### src/rtl/alu_seq.sv
// alu_seq: registered execute-stage ALU with valid/ready handshake and Z/N/C/V flags.
// Define ALU_SEQ_MUL_EN to add the iterative shift-add multiplier on opcode 1011.
module alu_seq #(
    parameter int WIDTH     = 32,
    parameter int INC_CONST = 8
) (
    input  logic             clk,
    input  logic             reset,
    input  logic             in_valid,
    output logic             in_ready,
    input  logic [WIDTH-1:0] a,
    input  logic [WIDTH-1:0] b,
    input  logic             ci,
    input  logic [3:0]       op,
    output logic             out_valid,
    input  logic             out_ready,
    output logic [WIDTH-1:0] out,
    output logic             z,
    output logic             n,
    output logic             c,
    output logic             v
);

    localparam int MSB = WIDTH - 1;

    localparam logic [1:0] IDLE = 2'd0;
    localparam logic [1:0] DONE = 2'd1;

    logic [1:0]       state;
    logic             accept;
    logic             is_mul;
    logic [WIDTH-1:0] r;
    logic             rc;
    logic             rv;
    logic [WIDTH:0]   ext;

`ifdef ALU_SEQ_MUL_EN
    localparam logic [1:0] BUSY = 2'd2;
    localparam int         CW   = $clog2(WIDTH) + 1;

    logic [2*WIDTH-1:0] acc;
    logic [2*WIDTH-1:0] mcand;
    logic [WIDTH-1:0]   mplier;
    logic [CW-1:0]      cnt;

    assign is_mul = (op == 4'b1011);
`else
    // Opcode 1011 decodes as undefined; there is no multi-cycle path.
    assign is_mul = 1'b0;
`endif

    assign out_valid = (state == DONE);
    assign in_ready  = (state == IDLE) | (out_valid & out_ready);
    assign accept    = in_valid & in_ready;

    // Single-cycle result and carry/overflow for the presented opcode.
    always_comb begin
        r   = '0;
        rc  = 1'b0;
        rv  = 1'b0;
        ext = '0;
        case (op)
            4'b0000: begin
                ext = {1'b0, a} + {1'b0, b};
                r   = ext[MSB:0];
                rc  = ext[WIDTH];
                rv  = ~(a[MSB] ^ b[MSB]) & (a[MSB] ^ r[MSB]);
            end
            4'b0001: begin
                ext = {1'b0, a} + {1'b0, b} + {{WIDTH{1'b0}}, ci};
                r   = ext[MSB:0];
                rc  = ext[WIDTH];
                rv  = ~(a[MSB] ^ b[MSB]) & (a[MSB] ^ r[MSB]);
            end
            4'b0010: begin
                r  = a - b;
                rc = (a < b);
                rv = (a[MSB] ^ b[MSB]) & (a[MSB] ^ r[MSB]);
            end
            4'b0011: begin
                // a - b - ci in WIDTH+1 bits: the top bit is the borrow
                ext = {1'b0, a} - {1'b0, b} - {{WIDTH{1'b0}}, ci};
                r   = ext[MSB:0];
                rc  = ext[WIDTH];
                rv  = (a[MSB] ^ b[MSB]) & (a[MSB] ^ r[MSB]);
            end
            4'b0100: begin
                r  = b - a;
                rc = (a > b);
            end
            4'b0101: r = a | b;
            4'b0110: r = a ^ b;
            4'b0111: r = a & b;
            4'b1000: r = a;
            4'b1001: r = a + WIDTH'(INC_CONST);
            4'b1010: r = b;
            default: r = '0;
        endcase
    end

    // Handshake state, result/flag registers and the multiply iteration.
    always_ff @(posedge clk) begin
        if (reset) begin
            state <= IDLE;
            out   <= '0;
            z     <= 1'b0;
            n     <= 1'b0;
            c     <= 1'b0;
            v     <= 1'b0;
`ifdef ALU_SEQ_MUL_EN
            acc    <= '0;
            mcand  <= '0;
            mplier <= '0;
            cnt    <= '0;
`endif
        end else if (accept && !is_mul) begin
            out   <= r;
            z     <= (r == '0);
            n     <= r[MSB];
            c     <= rc;
            v     <= rv;
            state <= DONE;
`ifdef ALU_SEQ_MUL_EN
        end else if (accept) begin
            acc    <= '0;
            mcand  <= {{WIDTH{1'b0}}, a};
            mplier <= b;
            cnt    <= '0;
            state  <= BUSY;
        end else if (state == BUSY) begin
            if (cnt == CW'(WIDTH)) begin
                out   <= acc[MSB:0];
                z     <= (acc[MSB:0] == '0);
                n     <= acc[MSB];
                c     <= |acc[2*WIDTH-1:WIDTH];
                v     <= |acc[2*WIDTH-1:WIDTH];
                state <= DONE;
            end else begin
                if (mplier[0]) begin
                    acc <= acc + mcand;
                end
                mcand  <= mcand << 1;
                mplier <= mplier >> 1;
                cnt    <= cnt + CW'(1);
            end
`endif
        end else if (out_valid && out_ready) begin
            state <= IDLE;
        end
    end

endmodule
### config.mk
export PLATFORM = sky130hd
export DESIGN_NAME = alu_seq
export DESIGN_NICKNAME = d
export VERILOG_FILES = /design/src/rtl/alu_seq.sv
export SDC_FILE = /design/constraint.sdc
export NUM_CORES = 1
export LEC_CHECK = 0
export BUFFER_PORTS_ARGS = -buffer_cell sky130_fd_sc_hd__buf_4
export CAP_MARGIN = 15
export CORE_ASPECT_RATIO = 0.7
export CORE_UTILIZATION = 35
export DETAILED_ROUTE_END_ITERATION = 8
export SETUP_SLACK_MARGIN = 0.15
export SLEW_MARGIN = 30
export SYNTH_ARGS = -nofsm -noshare
export SYNTH_HDL_FRONTEND = slang
export SYNTH_SLANG_ARGS = --single-unit
export TNS_END_PERCENT = 5
### constraint.sdc
create_clock -name clk -period 7.5 [get_ports clk]
set_clock_uncertainty 0.2 [all_clocks]
set_input_delay 1.5 -clock clk [delete_from_list [all_inputs] [get_ports clk]]
set_output_delay 1.5 -clock clk [all_outputs]
set_load 0.005 [all_outputs]
### Yosys cells after proc, flatten, opt, wreduce, memory -nomap -nowiden

Cells that the tools add are included.

* divide/modulo/power cells: 0
* equality and inequality tests: 10
* shifts and indexed selects: 0
* bitwise operators: 16
* mux-type cells: 5
* reduce and logical (&&, ||, !) cells: 5
* multiply operators: 0
* add/sub/neg operators: 7
* magnitude comparators: 2

Operator list (count)
* case mux 32 bit (11 select lines): 1
* subtractor 32 bit: 2
* adder 32 x 32 -> 33 bit: 1
* adder 33 x 1 -> 33 bit: 1
* subtractor 32 x 32 -> 33 bit: 1
* subtractor 33 x 1 -> 33 bit: 1
* adder 32 x 4 -> 32 bit, second input constant: 1
* bitwise AND 32 bit: 1
* greater-than comparator 32 bit: 1
* logical NOT 32 bit: 1
* less-than comparator 32 bit: 1
* bitwise OR 32 bit: 1
* XOR 32 bit: 1
* == test 4 x 3 -> 1 bit, second input constant: 4
* == test 4 bit, second input constant: 3
* == test 4 x 2 -> 1 bit, second input constant: 2
* bitwise AND 1 bit: 6
* case mux 1 bit (5 select lines): 1
* XOR 1 bit: 5
* == test 4 x 1 -> 1 bit, second input constant: 1
* logical NOT 4 bit: 1
* case mux 1 bit (4 select lines): 1
* logical NOT 2 bit: 1
* 2-to-1 mux 1 bit: 2
* other kinds (4): 4

* bits in read-only memories: 0
* memories kept: 0
* bits in latches: 0
* output and inout bits: 38
* input bits: 73
* word-level logic and storage cells: 51
* RAM bits: 0
* register bits: 37

### Logic depth before layout (Yosys ltp)

* depth after elaboration: 5
* depth in mapped cells: 17
* gate-level depth less buffers: 16

### Worst setup path after synthesis

OpenSTA, ideal clock, no wires.

* path kind: in2reg
* from: input port a[0]
* to: register z
* setup time: 0.084 ns
* data arrival time: 5.121 ns
* cell stages on the path: 14
* path buffers: 0
* path slack: 2.095 ns
* path through: ha_1 > fa_1 > a211o_4 > a2111oi_4 > a211oi_2 > a2111oi_4 > nand4_4 > nor4_4 > xor2_1 > a221oi_1 > nand4_1 > nor4_2 > nand4_1 > o31ai_2

* cells in the longest elaborated chain, start to end: 4

Ends and longest elaborated chain
* from (decl): line 11 `input logic [WIDTH-1:0] a,`
* subtractor 32 x 32 -> 33 bit or adder 32 x 32 -> 33 bit (tied branches): line 82, 64, 70
* subtractor 33 x 1 -> 33 bit or adder 33 x 1 -> 33 bit (tied branches): line 82, 70
* case mux 32 bit (11 select lines) (*): line 62 `case (op)`
* logical NOT 32 bit (*): line 118 `z <= (r == '0);`
* to (signal assigned): line 118
* to (decl): line 18 `output logic z,`

Mark *: on every way between the ends. The rest lies on a longest branch, timed or not.
A chain may end at the register's enable or synchronous reset.

### Worst setup path in the final report

* from: input port a[6]
* to: register z

The elaborated chain is that of the path after synthesis.

==> metrics <==
via count about 16000; Max Cap Violations 0; PortBufs between 100 and 150; Int Power ~790 uW; die height roughly 170 um; Synth area leader ha_1; Worst-Margin Slew approximately 0.97 ns; Initial DRC Count ~2500; peak supply drop roughly 0.09 mV; top-count cell post-synth ha_1; Post-synth EDFFs 0; Placed Cells between 2000 and 2500; worst skew pair latency about 0.27 ns; worst r2r path cells 11; CTS tree built; Comb power frac approximately 77%; nets 2288; htree depth 2; I/O Pins about 110; CTS sink count 36; Leak Pwr approximately 0.0063 uW; Die Area 0.03961 mm^2; ys async rst share 0%; initial antenna violation count 2; routed vias/inst approximately 6.6; Initial Util 36.07%; Post-DP HPWL 54820 um; FP Rows 59; Crit path arrival time 6.64 ns; GRT Total Usage 32.76%; drt first pass iters 6; Primary FF master, synth dfxtp_1; Final setup viols 0; hold crit path type reg -> reg; dpl ws between 0.8 and 0.9 ns; core area 0.03765 mm^2; GPL Wtd Cong ~1.0; FF+latch count, synth 36; vias in the first global route between 10000 and 15000; WL/cell approximately 27 um; Slew Limit Fails 0; gr ovfl total 0; largest family of logic cells by synthesized area compound AO/OA/AOI/OAI gates; Syn Std Cell Area 0.01358 mm^2; Adder-Cell Fraction of Synth Area approximately a fifth; Synth cell types ~100; Post-Synth XOR/XNOR Area 7.334%; Syn Nets 2222; switching power share of the total 55.79%; multiplexer area fraction after synthesis about 2.1%; Psw approximately 1000 uW; clock share of power a little over a tenth; Synth Area per Inst around 7 um^2; endpoints failing hold 0; CTS Hold Bufs 0; first-pass GRT wire length around 98000 um; CTS Root Buffer Type clkbuf_16; ant diodes 0; share of layout cells above drive strength 1 between 10% and 20%; Max Clk Rate 150.4 MHz; worst hold stages 2; Post-CTS Setup Bufs 0; Crit. End Element flop; drt drc 0; required time of the critical path about 7.5 ns; most frequent cells after synthesis ha_1, nor2_1, a21oi_1; crit path kind in -> reg; maximum fanout along the worst path 15; minimum clock period about 6.6 ns; Longest Clk Path Bufs 2; Fillers roughly 4000; Non-Filler Instances between 2000 and 2500; Die W roughly 240 um; power share of the sequential group 12.2%; synth warn 0; Power Density approximately 120 mW/mm^2; Worst Setup Slack, final roughly 0.85 ns; largest net degree at the start of global routing 54; simple-gate share of the synthesized area 24.76%; crit path launch type input port; Syn Inst Count about 1900; setup TNS 0 ns; CTS Buf Count 5; fin crit share between 80% and 90%; post-synthesis sequential area ratio under 10%; total routed wirelength approximately 68000 um; area grow syn2layout 11.56%; Post-DRT Antenna Nets 0; compound-cell area share of the yosys netlist 33.71%; slew margin rel. approximately a third; Worst Hold Slack 0.2589 ns; Clock transition at path regs about 0.05 ns; # resized after CTS 0; unrepaired setup endpoints after global routing false; Area contributors post-synth ha_1, a21oi_1, xnor2_1, dfxtp_1, nor2_1; Yosys top cell area share 18.79%; outcome complete, no violations
==> area by class of cell <==
type / count / area [um^2] / area share [%]
Multi-Input combinational cell: 1650 / 11910 / 78.58
Timing Repair Buffer: 158 / 1199 / 7.911
Sequential cell: 36 / 720.7 / 4.757
Tap cell: 488 / 610.6 / 4.030
Inverter: 155 / 581.8 / 3.840
Clock buffer: 6 / 128.9 / 0.8506
Clock inverter: 1 / 5.005 / 0.03303
==> through the flow <==
stage | utilization (%) | power, uW | instance area, um^2
2_1_floorplan | - | 1079 | 13580
3_3_place_gp | 39.86 | 1532 | 15010
3_5_place_dp | 39.88 | 1537 | 15010
4_1_cts | 40.24 | 1735 | 15150
5_1_grt | 40.24 | 1893 | 15150
6_report | 40.24 | 1797 | 15150
==> cells by family after synthesis <==
group | Yosys count
compound gates | 656
fa+ha+maj | 209
buf+inv | 254
mux | 25
xor+xnor | 112
simple gates | 648
flops | 36
==> final timing paths <==
path / start / slack [ns] / endpoint
setup / recovery: a[6] / 0.85 / z
hold / removal: out[1] / 0.26 / out[1]
setup reg to reg: state[0] / 3.89 / z
hold reg to reg: out[1] / 0.26 / out[1]
==> power by group through the flow <==
stage	clock (uW)	sequential (uW)	combinational (uW)
2_1_floorplan	0	222	857
3_3_place_gp	0	223	1310
3_5_place_dp	0	223	1310
4_1_cts	195	219	1320
5_1_grt	205	221	1470
6_report	191	219	1390
==> critical path, stage by stage <==
cell and delay (ns):
buf_4 0.13, inv_1 0.09, ha_1 0.55, ha_1 0.54, nand3_1 0.20, a2111oi_1 0.71
buf_4 0.24, o2111ai_1 0.24, and3_1 0.31, xnor2_1 0.25, o221ai_1 0.22, a221o_1 0.32
a211oi_1 0.45, nand4b_1 0.28, nor4_4 0.26, nand4_1 0.13, o31ai_2 0.22
==> routing by layer <==
layer | track usage [%] | share of wire, % | wire (um) | vias to the layer above
li1 | - | - | - | 7368
met1 | 49.40 | 46 | 31410 | 7793
met2 | 42.29 | 37 | 24720 | 1104
met3 | 14.14 | 16 | 10540 | 74
met4 | 3.815 | 1.2 | 809 | 4
met5 | 2.545 | 0.20 | 138 | -
==> placed cells by master (no fill, tap or decap), types with 56 or more instances in the layout <==
cell	synthesis	layout
o21ai_0	97	97
ha_1	204	204
nor3_1	65	63
nand2_1	130	130
buf_4	2	157
nor2_1	185	182
a21oi_1	156	156
xnor2_1	87	87
nand3_1	56	56
inv_1	149	149
==> state kept, by name (all words and copies together), names as in the netlist <==
| name | cells |
|---|---|
| out | 32 |
| c | 1 |
| state | 1 |
| v | 1 |
| z | 1 |
Note: power is estimated with default switching activity, not from simulation.
